File: config.mk
export PLATFORM = sky130hd
export DESIGN_NAME = stage_counter_flat
export DESIGN_NICKNAME = d
export VERILOG_FILES = /design/src/rtl/stage_counter_if.sv /design/src/rtl/stage_counter.sv /design/src/flat_wrapper.sv
export SDC_FILE = /design/constraint.sdc
export NUM_CORES = 1
export LEC_CHECK = 0
export BUFFER_PORTS_ARGS = -buffer_cell sky130_fd_sc_hd__buf_2
export CAP_MARGIN = 20
export CORE_AREA = 2 2 65 67
export CTS_CLUSTER_DIAMETER = 80
export DETAILED_ROUTE_END_ITERATION = 10
export DIE_AREA = 0 0 67 69
export GPL_TIMING_DRIVEN = 0
export HOLD_SLACK_MARGIN = 0.08
export PLACE_DENSITY_LB_ADDON = 0.15
export SLEW_MARGIN = 10
export SYNTH_ARGS = -nofsm -noshare
export SYNTH_HDL_FRONTEND = slang
export SYNTH_SLANG_ARGS = --single-unit
File: constraint.sdc
create_clock -name clk -period 2.15 [get_ports clk]
set_input_delay 0.3225 -clock clk [delete_from_list [all_inputs] [get_ports clk]]
set_output_delay 0.3225 -clock clk [all_outputs]
set_load 0.05 [all_outputs]
File: src/rtl/stage_counter_if.sv
// Handshake bundle for stage_counter: advance enable in, stage number and status out.
// The onehot_o signal exists only when STAGE_COUNTER_ONEHOT_EN is defined.
interface stage_counter_if #(
    parameter int WIDTH     = 3,
    parameter int LAST      = 5,
    parameter int CNT_WIDTH = 32
);
    logic                 en;
    logic [WIDTH-1:0]     out;
    logic                 last_o;
    logic                 wrap_o;
    logic [CNT_WIDTH-1:0] cycles_o;
`ifdef STAGE_COUNTER_ONEHOT_EN
    logic [LAST:0]        onehot_o;

    modport master (output en, input out, last_o, wrap_o, cycles_o, onehot_o);
    modport slave  (input en, output out, last_o, wrap_o, cycles_o, onehot_o);
`else
    modport master (output en, input out, last_o, wrap_o, cycles_o);
    modport slave  (input en, output out, last_o, wrap_o, cycles_o);
`endif
endinterface

File: src/rtl/stage_counter.sv
// Free-running instruction-phase sequencer (0 idle, then FIRST..LAST repeating) with wrap pulse
// and completed-cycle counter. Define STAGE_COUNTER_ONEHOT_EN to add the registered onehot_o output.
module stage_counter #(
    parameter int WIDTH     = 3,
    parameter int FIRST     = 1,
    parameter int LAST      = 5,
    parameter int CNT_WIDTH = 32
) (
    input  logic            clk,
    input  logic            reset,
    stage_counter_if.slave  bus
);
    localparam logic [WIDTH-1:0] FIRST_S = WIDTH'(FIRST);
    localparam logic [WIDTH-1:0] LAST_S  = WIDTH'(LAST);

    logic [WIDTH-1:0]     stage_q;
    logic                 wrap_q;
    logic [CNT_WIDTH-1:0] cycles_q;

    logic [WIDTH-1:0]     stage_d;
    logic                 wrap_d;
    logic [CNT_WIDTH-1:0] cycles_d;

    // NOTE: every output of always_comb is given a default first so no path leaves it unassigned (no latch).
    always_comb begin
        stage_d  = stage_q;
        wrap_d   = 1'b0;
        cycles_d = cycles_q;
        if (bus.en) begin
            if (stage_q == '0) begin
                stage_d = FIRST_S;
            end else if (stage_q >= FIRST_S && stage_q < LAST_S) begin
                stage_d = stage_q + WIDTH'(1);
            end else if (stage_q == LAST_S) begin
                stage_d  = FIRST_S;
                wrap_d   = 1'b1;
                cycles_d = cycles_q + CNT_WIDTH'(1);
            end else begin
                // Out-of-range stage: fall back to FIRST without counting a cycle.
                stage_d = FIRST_S;
            end
        end
    end

`ifdef STAGE_COUNTER_ONEHOT_EN
    logic [LAST:0] onehot_q;
`endif

    // NOTE: state registers use non-blocking assignments so every flop samples pre-edge values.
    always_ff @(posedge clk) begin
        if (!reset) begin
            stage_q  <= '0;
            wrap_q   <= 1'b0;
            cycles_q <= '0;
`ifdef STAGE_COUNTER_ONEHOT_EN
            onehot_q <= (LAST+1)'(1);
`endif
        end else begin
            stage_q  <= stage_d;
            wrap_q   <= wrap_d;
            cycles_q <= cycles_d;
`ifdef STAGE_COUNTER_ONEHOT_EN
            onehot_q <= (LAST+1)'(1) << stage_d;
`endif
        end
    end

    assign bus.out      = stage_q;
    assign bus.last_o   = (stage_q == LAST_S);
    assign bus.wrap_o   = wrap_q;
    assign bus.cycles_o = cycles_q;
`ifdef STAGE_COUNTER_ONEHOT_EN
    assign bus.onehot_o = onehot_q;
`endif

endmodule

File: src/flat_wrapper.sv
// flat-port wrapper written by rule: the top's interface ports become plain ports
module stage_counter_flat 
#(
    parameter int WIDTH     = 3,
    parameter int FIRST     = 1,
    parameter int LAST      = 5,
    parameter int CNT_WIDTH = 32
)
  (clk, reset, bus_en, bus_out, bus_last_o, bus_wrap_o, bus_cycles_o);
  stage_counter_if #(.WIDTH(WIDTH), .LAST(LAST), .CNT_WIDTH(CNT_WIDTH)) bus_i ();
  input  logic clk;
  input  logic reset;
  input wire logic [$bits(bus_i.en)-1:0] bus_en;
  output wire logic [$bits(bus_i.out)-1:0] bus_out;
  output wire logic [$bits(bus_i.last_o)-1:0] bus_last_o;
  output wire logic [$bits(bus_i.wrap_o)-1:0] bus_wrap_o;
  output wire logic [$bits(bus_i.cycles_o)-1:0] bus_cycles_o;
  assign bus_i.en = bus_en;
  assign bus_out = bus_i.out;
  assign bus_last_o = bus_i.last_o;
  assign bus_wrap_o = bus_i.wrap_o;
  assign bus_cycles_o = bus_i.cycles_o;
  stage_counter #(.WIDTH(WIDTH), .FIRST(FIRST), .LAST(LAST), .CNT_WIDTH(CNT_WIDTH)) u_core (.clk(clk), .reset(reset), .bus(bus_i));
endmodule
; Yosys cells after proc, flatten, opt, wreduce, memory -nomap -nowiden
; Cells that the tools add are included.
; Widths: inputs -> output; s select.
[word_totals]
ff_bits = 36
output_inout_bits = 37
wordCells = 19
[classes]
eq_ne = 1
n_mux = 3
bitwise_logic = 4
n_reduce_logical = 4
n_lt_le_gt_ge = 2
add_sub_neg = 2
[ops]
columns = cell, n
row1 = $add 32x1->32 const B, 1
row2 = $mux 3, 2
row3 = $not 1->1, 4
row4 = $reduce_and 4->1, 1
row5 = $reduce_or 4->1, 1
row6 = $add 3x1->3 const B, 1
row7 = $eq 3x3->1 const B, 1
row8 = $ge 3x1->1 const B, 1
row9 = $logic_not 3->1, 1
row10 = $lt 3x3->1 const B, 1
row11 = $logic_and 1x1->1, 1
row12 = $mux 1, 1

; Depth between registers and ports, before layout
; Gate-level depths: netlist (run 1).
[depth]
ltp_word = 4
depth_mapped = 8

; Least setup slack after synthesis (run 1)
; No wires, ideal clock.
[synth_timing]
path_kind = register -> register
from = register u_core.cycles_q[14], in the netlist u_core.bus.cycles_o[14]
to = register u_core.cycles_q[27], in the netlist u_core.bus.cycles_o[27]
arrival_time_ns = 2.209
stages_incl_launch_ff = 6
t_required_ns = 2.080
period_less_slack_ns = 2.279
path_buffers = 1
setup_ns = 0.070
slack_ns = -0.129
cell_sequence = dfxtp_1 > nand4_2 > or4_4 > buf_6 > or4_1 > a21oi_1
[synth_between]
elab_chain_len = 1
[synth_rtl]
columns = item, line
row1 = from (decl), stage_counter.sv:18  ; logic [CNT_WIDTH-1:0] cycles_q;
row2 = from (signal assigned), stage_counter.sv:61  ; cycles_q <= cycles_d;
row3 = $add 32x1->32, stage_counter.sv:37  ; cycles_d = cycles_q + CNT_WIDTH'(1);
; No other way between the ends.
; A chain may end at the register's enable or synchronous reset.

; Final worst setup path (run 1)
[layout_timing]
from = register u_core.stage_q[1], in the netlist u_core.bus.out[1]
to = register u_core.cycles_q[30], in the netlist u_core.bus.cycles_o[30]
[layout_between]
elab_chain_len = 4
word_cells_on_any_way = 8
cone_classes = order compare (2) / eq/ne (1) / bitwise (2) / reduce/logical (3)
[layout_rtl]
columns = item, line
row1 = from (decl), stage_counter.sv:16  ; logic [WIDTH-1:0] stage_q;
row2 = from (signal assigned), stage_counter.sv:59  ; stage_q <= stage_d;
row3 = $ge 3x1->1 or $lt 3x3->1 (tied branches), stage_counter.sv:32  ; end else if (stage_q >= FIRST_S && stage_q < LAST_S) begin
row4 = $logic_and 1x1->1, stage_counter.sv:32
row5 = $not 1->1 (no line), --
row6 = $reduce_and 4->1 (no line) *, --
; Every way passes the cells marked *; elsewhere a longest branch is shown, timed or not.

==> results of run 1 <==
[worst min path at each step]
stage / startpoint / endpoint / slack (ps) / depth (start not counted)
finish: reset / u_core.bus.out[0] / 280 / 3
global route: reset / u_core.bus.out[0] / 310 / 3
CTS: reset / u_core.bus.out[0] / 270 / 3
detailed placement: u_core.bus.cycles_o[1] / u_core.bus.cycles_o[1] / 480 / 2
global placement: u_core.bus.cycles_o[31] / u_core.bus.cycles_o[31] / 470 / 2
floorplan: reset / u_core.bus.out[0] / 450 / 2
[layer usage]
layer	wire length [um]	track usage, %	up-vias
li1	-	-	896
met1	2130	31.4	847
met2	1870	29.8	47
met3	254	5.71	6
met4	70	7.94	0
met5	0	0	-
[report_power, final]
part	leakage, nW	switching [mW]	internal, mW
registers	0.296	0.00241	0.668
logic	0.517	0.0320	0.0122
clock network	0.0455	0.243	0.262
total	0.859	0.278	0.942
[cells by family after synthesis]
group / synth area share [%]
AOI/OAI and AO/OA: 17.4
xor gates and xnor gates: 5.38
adders and majority gates: 2.80
buffers and inverters: 4.54
DFF: 40.3
and+or+nand+nor: 29.6
[per-stage QoR]
step | instances | setup slack, ps | area (um^2)
2_1_floorplan | 211 | 0.268 | 1810
3_3_place_gp | 299 | -211 | 2060
3_5_place_dp | 299 | -210 | 2060
4_1_cts | 308 | 10.6 | 2180
5_1_grt | 308 | -28.7 | 2220
6_report | 308 | 107 | 2220
[layout by cell type (no fill, tap or decap), types with 2 or more instances in the layout]
cell type	netlist	final
buf_2	5	43
dfxtp_1	36	24
a21oi_1	23	23
o31ai_1	14	14
nor2_1	13	13
nand2_1	14	13
or4_1	13	13
dfxtp_2	0	12
nand4_1	11	11
nand3_1	12	10
xor2_1	8	8
clkbuf_1	7	6
clkbuf_8	0	6
and3_1	5	5
o21ai_0	5	5
or3_1	5	5
inv_1	4	4
and2_1	4	4
and4_1	3	3
nor4_1	3	3
xnor2_1	3	3
buf_6	1	3
nor3_1	4	3
ha_1	4	3
nand3_2	0	2
o41ai_1	2	2
or4b_1	2	2
[repair_timing]
item	4_1_cts	5_1_grt
endpoints found under the hold margin	0	0
resized for setup	8	11
hold buffers	0	0
pin swaps	1	0
setup buffers	1	0
setup endpoints to repair	10	13
[synthesized netlist by cell type (2+ instances only)]
cell      instances
nand3_1          12
o21ai_0           5
dfxtp_1          36
inv_1             4
nand4_1          11
and4_1            3
or4_1            13
a21oi_1          23
or3_1             5
xor2_1            8
o41ai_1           2
buf_2             5
o31ai_1          14
ha_1              4
nor3_1            4
clkbuf_1          7
nor2_1           13
nor4_1            3
xnor2_1           3
or4b_1            2
nand2_1          14
and2_1            4
and3_1            5
[sequential cells by signal, summed over array words and instances (netlist names)]
name / flops
u_core.bus.out: 3
u_core.bus.cycles_o: 32
u_core.bus.wrap_o: 1
[critical path, cell delays in order (launching register included)]
cell     delay (ps)
dfxtp_2         330
buf_2           160
inv_1           120
ha_4            170
o211a_4         220
nand3_2         150
buf_6           180
or4_1           500
a21oi_1         140
[cell type report]
class | count | area, um^2 | share of cell area (%)
multi-input combinational | 157 | 1040 | 46.7
sequential | 36 | 736 | 33.1
timing repair buffer | 39 | 198 | 8.91
clock buffer | 8 | 90.1 | 4.06
buffer | 13 | 78.8 | 3.55
tap | 50 | 62.6 | 2.82
inverter | 5 | 18.8 | 0.846
==> results.md, run 1 <==
* Status: finished, final reports clean
* Fillers at 390
* Syn Area/Cell at 8.49 um^2
* Drt total wl at 4320 um
* Row count at 23
* Worst R2R Setup Slack at 110 ps
* Buffers added on ports at 38
* R2r endpoint: u_core.bus.cycles_o[30]
* Share of the synthesized area in the top cell type at 40.3%
* R2r worst-path depth at 8
* Die Height at 69 um
* Max_cap viols at 0
* Core ar. at 3910 um^2
* Dominant cells by area after synthesis: dfxtp_1 (40%), a21oi_1 (6.4%), o31ai_1 (5.9%), or4_1 (5.5%), xor2_1 (3.9%)
* Number of synthesized flops with an enable pin at 0
* Clock tree buffer depth at 2
* Placed wire-length estimate at 3050 um
* Pre-antenna DRT Iters at 4
* Synth Net Count at 218
* Synth async-reset ratio at 0%
* Via count at 1796
* Tot Pwr at 1.22 mW
* DRT iter0 DRCs at 136
* DR WL/cell at 14.0 um
* Part of the cycle the worst path needs at 95.0%
* Vias in the first global route at 1663
* Final count of hold timing violations at 0
* RSZ-0062 raised after global routing: yes
* Fin util at 56.7%
* Initial antenna violation count at 0
* Startpoint types: flop
* Cell taking the most area after synthesis: dfxtp_1
* Crit path time final at 2040 ps
* Layout cells sized above 1 at 29.1%
* Seq cells post-synth at 36
* P_leak at 0.859 nW
* I/O pins at 40
* Max VDD drop at 0.359 mV
* Largest net degree at the start of global routing at 11
* Fin nets at 264
* Clock Root Buffer: clkbuf_8
* Pwr dens at 549 nW/um^2
* Cells after Synth at 211
* GRT overflow at 0
* CTS clk-pin slew, worst paths at 70 ps
* Diode count at 0
* CP endpoint: u_core.bus.cycles_o[30]
* CTS tree: done
* Crit path required time at 2370 ps
* Crit path max fanout at 10
* H-tree levels at 2
* Area growth from synthesis to layout at 24.0%
* Class of the worst hold path: input port to flop
* Min Hold Slack at 276 ps
* Worst reg2reg startpoint: u_core.bus.out[1]
* Slew margin rel. at 66.2%
* Die area at 4620 um^2
* DIE WIDTH at 67 um
* Yosys cell types at 34
* Worst-skew pair later-pin latency at 290 ps
* Total global routing track utilization at 21.5%
* Final Skew at 3.72 ps
* TNS Setup at 0 ps
* CTS Sinks at 36
* Max-slew violations at 0
* Arrival time worst endpoint at 2260 ps
* CTS buffer count at 5
* Remaining antenna violation count at 0
* Critical Path Start: u_core.bus.out[1]
* Vias/cell at 5.83
* Starting Density at 45.7%
* First-pass GRT wire length at 7870 um
* Fmax at 490 MHz
* Mapped cell area at 1790 um^2
* Gpl congestion at 0.776
* Synth Flop Type: dfxtp_1
* Sequential share of the synthesized area at 40.3%
* Setup Crit Path Kind: flop to flop
* Least-Margin Pin Slew at 507 ps
* Critical path endpoint category: flop
* Ys Warns at 0
* Drt drc at 0
* Final setup vio count at 0
Note: power is estimated with default switching activity, not from simulation.
==> run 2: changes to the inputs <==
CORE_AREA = 2 2 62 64   (was 2 2 65 67)
DIE_AREA = 0 0 64 66   (was 0 0 67 69)
clock period = 2.03 ns   (was 2.15 ns; I/O delays follow)
==> results.md, run 2 (synthesized netlist as in run 1, its figures left out) <==
* Clock Root Buffer: clkbuf_4
* Pre-antenna DRT Iters at 4 (unchanged)
* DIE WIDTH at 64 um (-4.5%)
* Fmax at 509 MHz (+3.9%)
* DP Area at 2100 um^2 (+1.9%)
* Via count at 1776 (-1.1%)
* Max VDD drop at 0.323 mV (-10%)
* Max_cap viols at 0 (unchanged)
* Final instance area at 2260 um^2 (+1.7%)
* Status: finished, final reports clean
* Clock tree buffer depth at 2 (unchanged)
* Worst-skew pair later-pin latency at 350 ps (+60 ps)
* Diode count at 0 (unchanged)
* Crit path max fanout at 10 (unchanged)
* Vias in the first global route at 1543 (-7.2%)
* Remaining antenna violation count at 0 (unchanged)
* Met3 Use GR at 5.62% (-0.088 points)
* Critical path endpoint category: flop
* Placed wire-length estimate at 2960 um (-2.8%)
* Setup Crit Path Kind: flop to flop
* Slew margin rel. at 63.8% (-2.3 points)
* CTS Sinks at 36 (unchanged)
* Least-Margin Pin Slew at 542 ps (+34.6 ps)
* Fin nets at 265 (+0.38%)
* CTS tree: done
* Startpoint types: flop
* Crit path time final at 1970 ps (-76.4 ps)
* Worst R2R Setup Slack at 60 ps (-40 ps)
* Hold_buf cts at 0 (unchanged)
* CTS clk-pin slew, worst paths at 110 ps (+40 ps)
* CP top delay family: simple AND/OR/NAND/NOR gates
* Final WS setup at 63.8 ps (-43.6 ps)
* Tot Pwr at 1.17 mW (-4.1%)
* Pwr dens at 518 nW/um^2 (-5.6%)
* Area growth from synthesis to layout at 26.1%
* Final count of hold timing violations at 0 (unchanged)
* Switching part of the total at 24.8% (+2.0 points)
* Core ar. at 3550 um^2 (-9.3%)
* Drt drc at 0 (unchanged)
* Gpl congestion at 0.821 (+5.8%)
* Buffer and inverter count on the worst path at 2 (-1)
* Largest net degree at the start of global routing at 12 (+1)
* Grt peak-use layer: met2
* Most common cell after layout, fill and taps aside: buf_2
* I/O pins at 40 (unchanged)
* DR WL/cell at 14.3 um (+1.7%)
* Die Height at 66 um (-4.3%)
* Final Skew at 8.82 ps (+5.10 ps)
* Row count at 22 (-4.3%)
* Part of the cycle the worst path needs at 96.9% (+1.9 points)
* Register share of total power at 60.3% (+5.3 points)
* CTS buffer count at 5 (unchanged)
* Slowest stage cell, crit path: or4_4
* Critical-path cell list: nand4_4 > or4_4 > buf_6 > buf_2 > o31ai_1 > a21oi_2
* Commonest non-fill, non-tap cells in the layout: buf_2 (42), a21oi_1 (21), dfxtp_1 (17), dfxtp_2 (15), nand2_1 (14)
* DRT iter0 DRCs at 138 (+1.5%)
* Crit path largest cell delay at 550 ps (+50 ps)
* P_sw at 0.290 mW (+4.5%)
* Pint at 0.880 mW (-6.6%)
* Starting Density at 50.4% (+4.7 points)
* Global Route met1 Usage at 29.1% (-2.4 points)
* Max-slew violations at 0 (unchanged)
* Dpl ws at -107 ps (+103 ps)
* RSZ-0062 raised after global routing: yes
* Total global routing track utilization at 21.6% (+0.13 points)
* P_leak at 0.866 nW (+0.84%)
* Buffers added on ports at 38 (unchanged)
* GRT overflow at 0 (unchanged)
* Met2 Use GR at 32.8% (+3.0 points)
* Clock power share at 35.7% (-5.7 points)
* Crit path required time at 2260 ps (-110 ps)
* Layout cells sized above 1 at 35.5% (+6.5 points)
* TNS Setup at 0 ps (unchanged)
* Die area at 4220 um^2 (-8.6%)
* Final setup vio count at 0 (unchanged)
* H-tree levels at 2 (unchanged)
* Drt total wl at 4380 um (+1.3%)
* Max FFs per register at 32 (unchanged)
* Comb power frac at 4.0% (+0.4 points)
* Arrival time worst endpoint at 2190 ps (-70 ps)
* Class of the worst hold path: input port to flop
* Initial antenna violation count at 0 (unchanged)
* First-pass GRT wire length at 7130 um (-9.5%)
* Vias/cell at 5.79 (-0.79%)
run 2: repair_timing:
item                                    in CTS  in global routing
endpoints found under the hold margin        0                  0
pin swaps                                    1                  1
buffers inserted                             3                  0
endpoints found under the setup margin      10                 16
gates resized for setup                      6                 18
run 2: metrics by stage:
stage	cells	util [%]	hold WS, ps
finish	307	63.6	184
global route	307	63.6	189
CTS	308	62.2	182
detailed placement	297	59.1	469
global placement	297	59.1	471
floorplan	211	-	435
run 2: routing by layer:
layer	up-vias	wire length, um	part of all wire [%]
met3	9	245	5.6
met5	-	0	0
met4	0	75	1.7
met2	49	1920	44
li1	900	-	-
met1	818	2140	49
run 2: worst reg2reg max path, stage by stage, from the launching register on:
cell and delay [ps]:
dfxtp_2 400, nand4_4 160, or4_4 550, buf_6 150, buf_2 190, o31ai_1 290, a21oi_2 90
run 2: worst paths after layout:
check                               start                       to  depth (start not counted)
setup reg to reg  u_core.bus.cycles_o[15]  u_core.bus.cycles_o[25]                          6
setup / recovery  u_core.bus.cycles_o[15]  u_core.bus.cycles_o[25]                          6
hold reg to reg   u_core.bus.cycles_o[20]  u_core.bus.cycles_o[20]                          2
hold / removal                      reset        u_core.bus.out[0]                          3
run 2: layout make-up:
| class | instances | area [um^2] |
|---|---|---|
| Inverter | 5 | 18.8 |
| Sequential cell | 36 | 754 |
| Clock inverter | 2 | 10.0 |
| Multi-Input combinational cell | 157 | 1060 |
| Buffer | 12 | 85.1 |
| Timing Repair Buffer | 41 | 213 |
| Fill cell | 323 | 1290 |
| Clock buffer | 6 | 51.3 |
| Tap cell | 48 | 60.1 |
run 2: power by group through the flow:
stage	combinational, mW	clock, mW	sequential, mW
2_1_floorplan	0.0282	0	0.729
3_3_place_gp	0.0467	0	0.723
3_5_place_dp	0.0469	0	0.723
4_1_cts	0.0472	0.419	0.707
5_1_grt	0.0507	0.447	0.706
6_report	0.0463	0.418	0.706
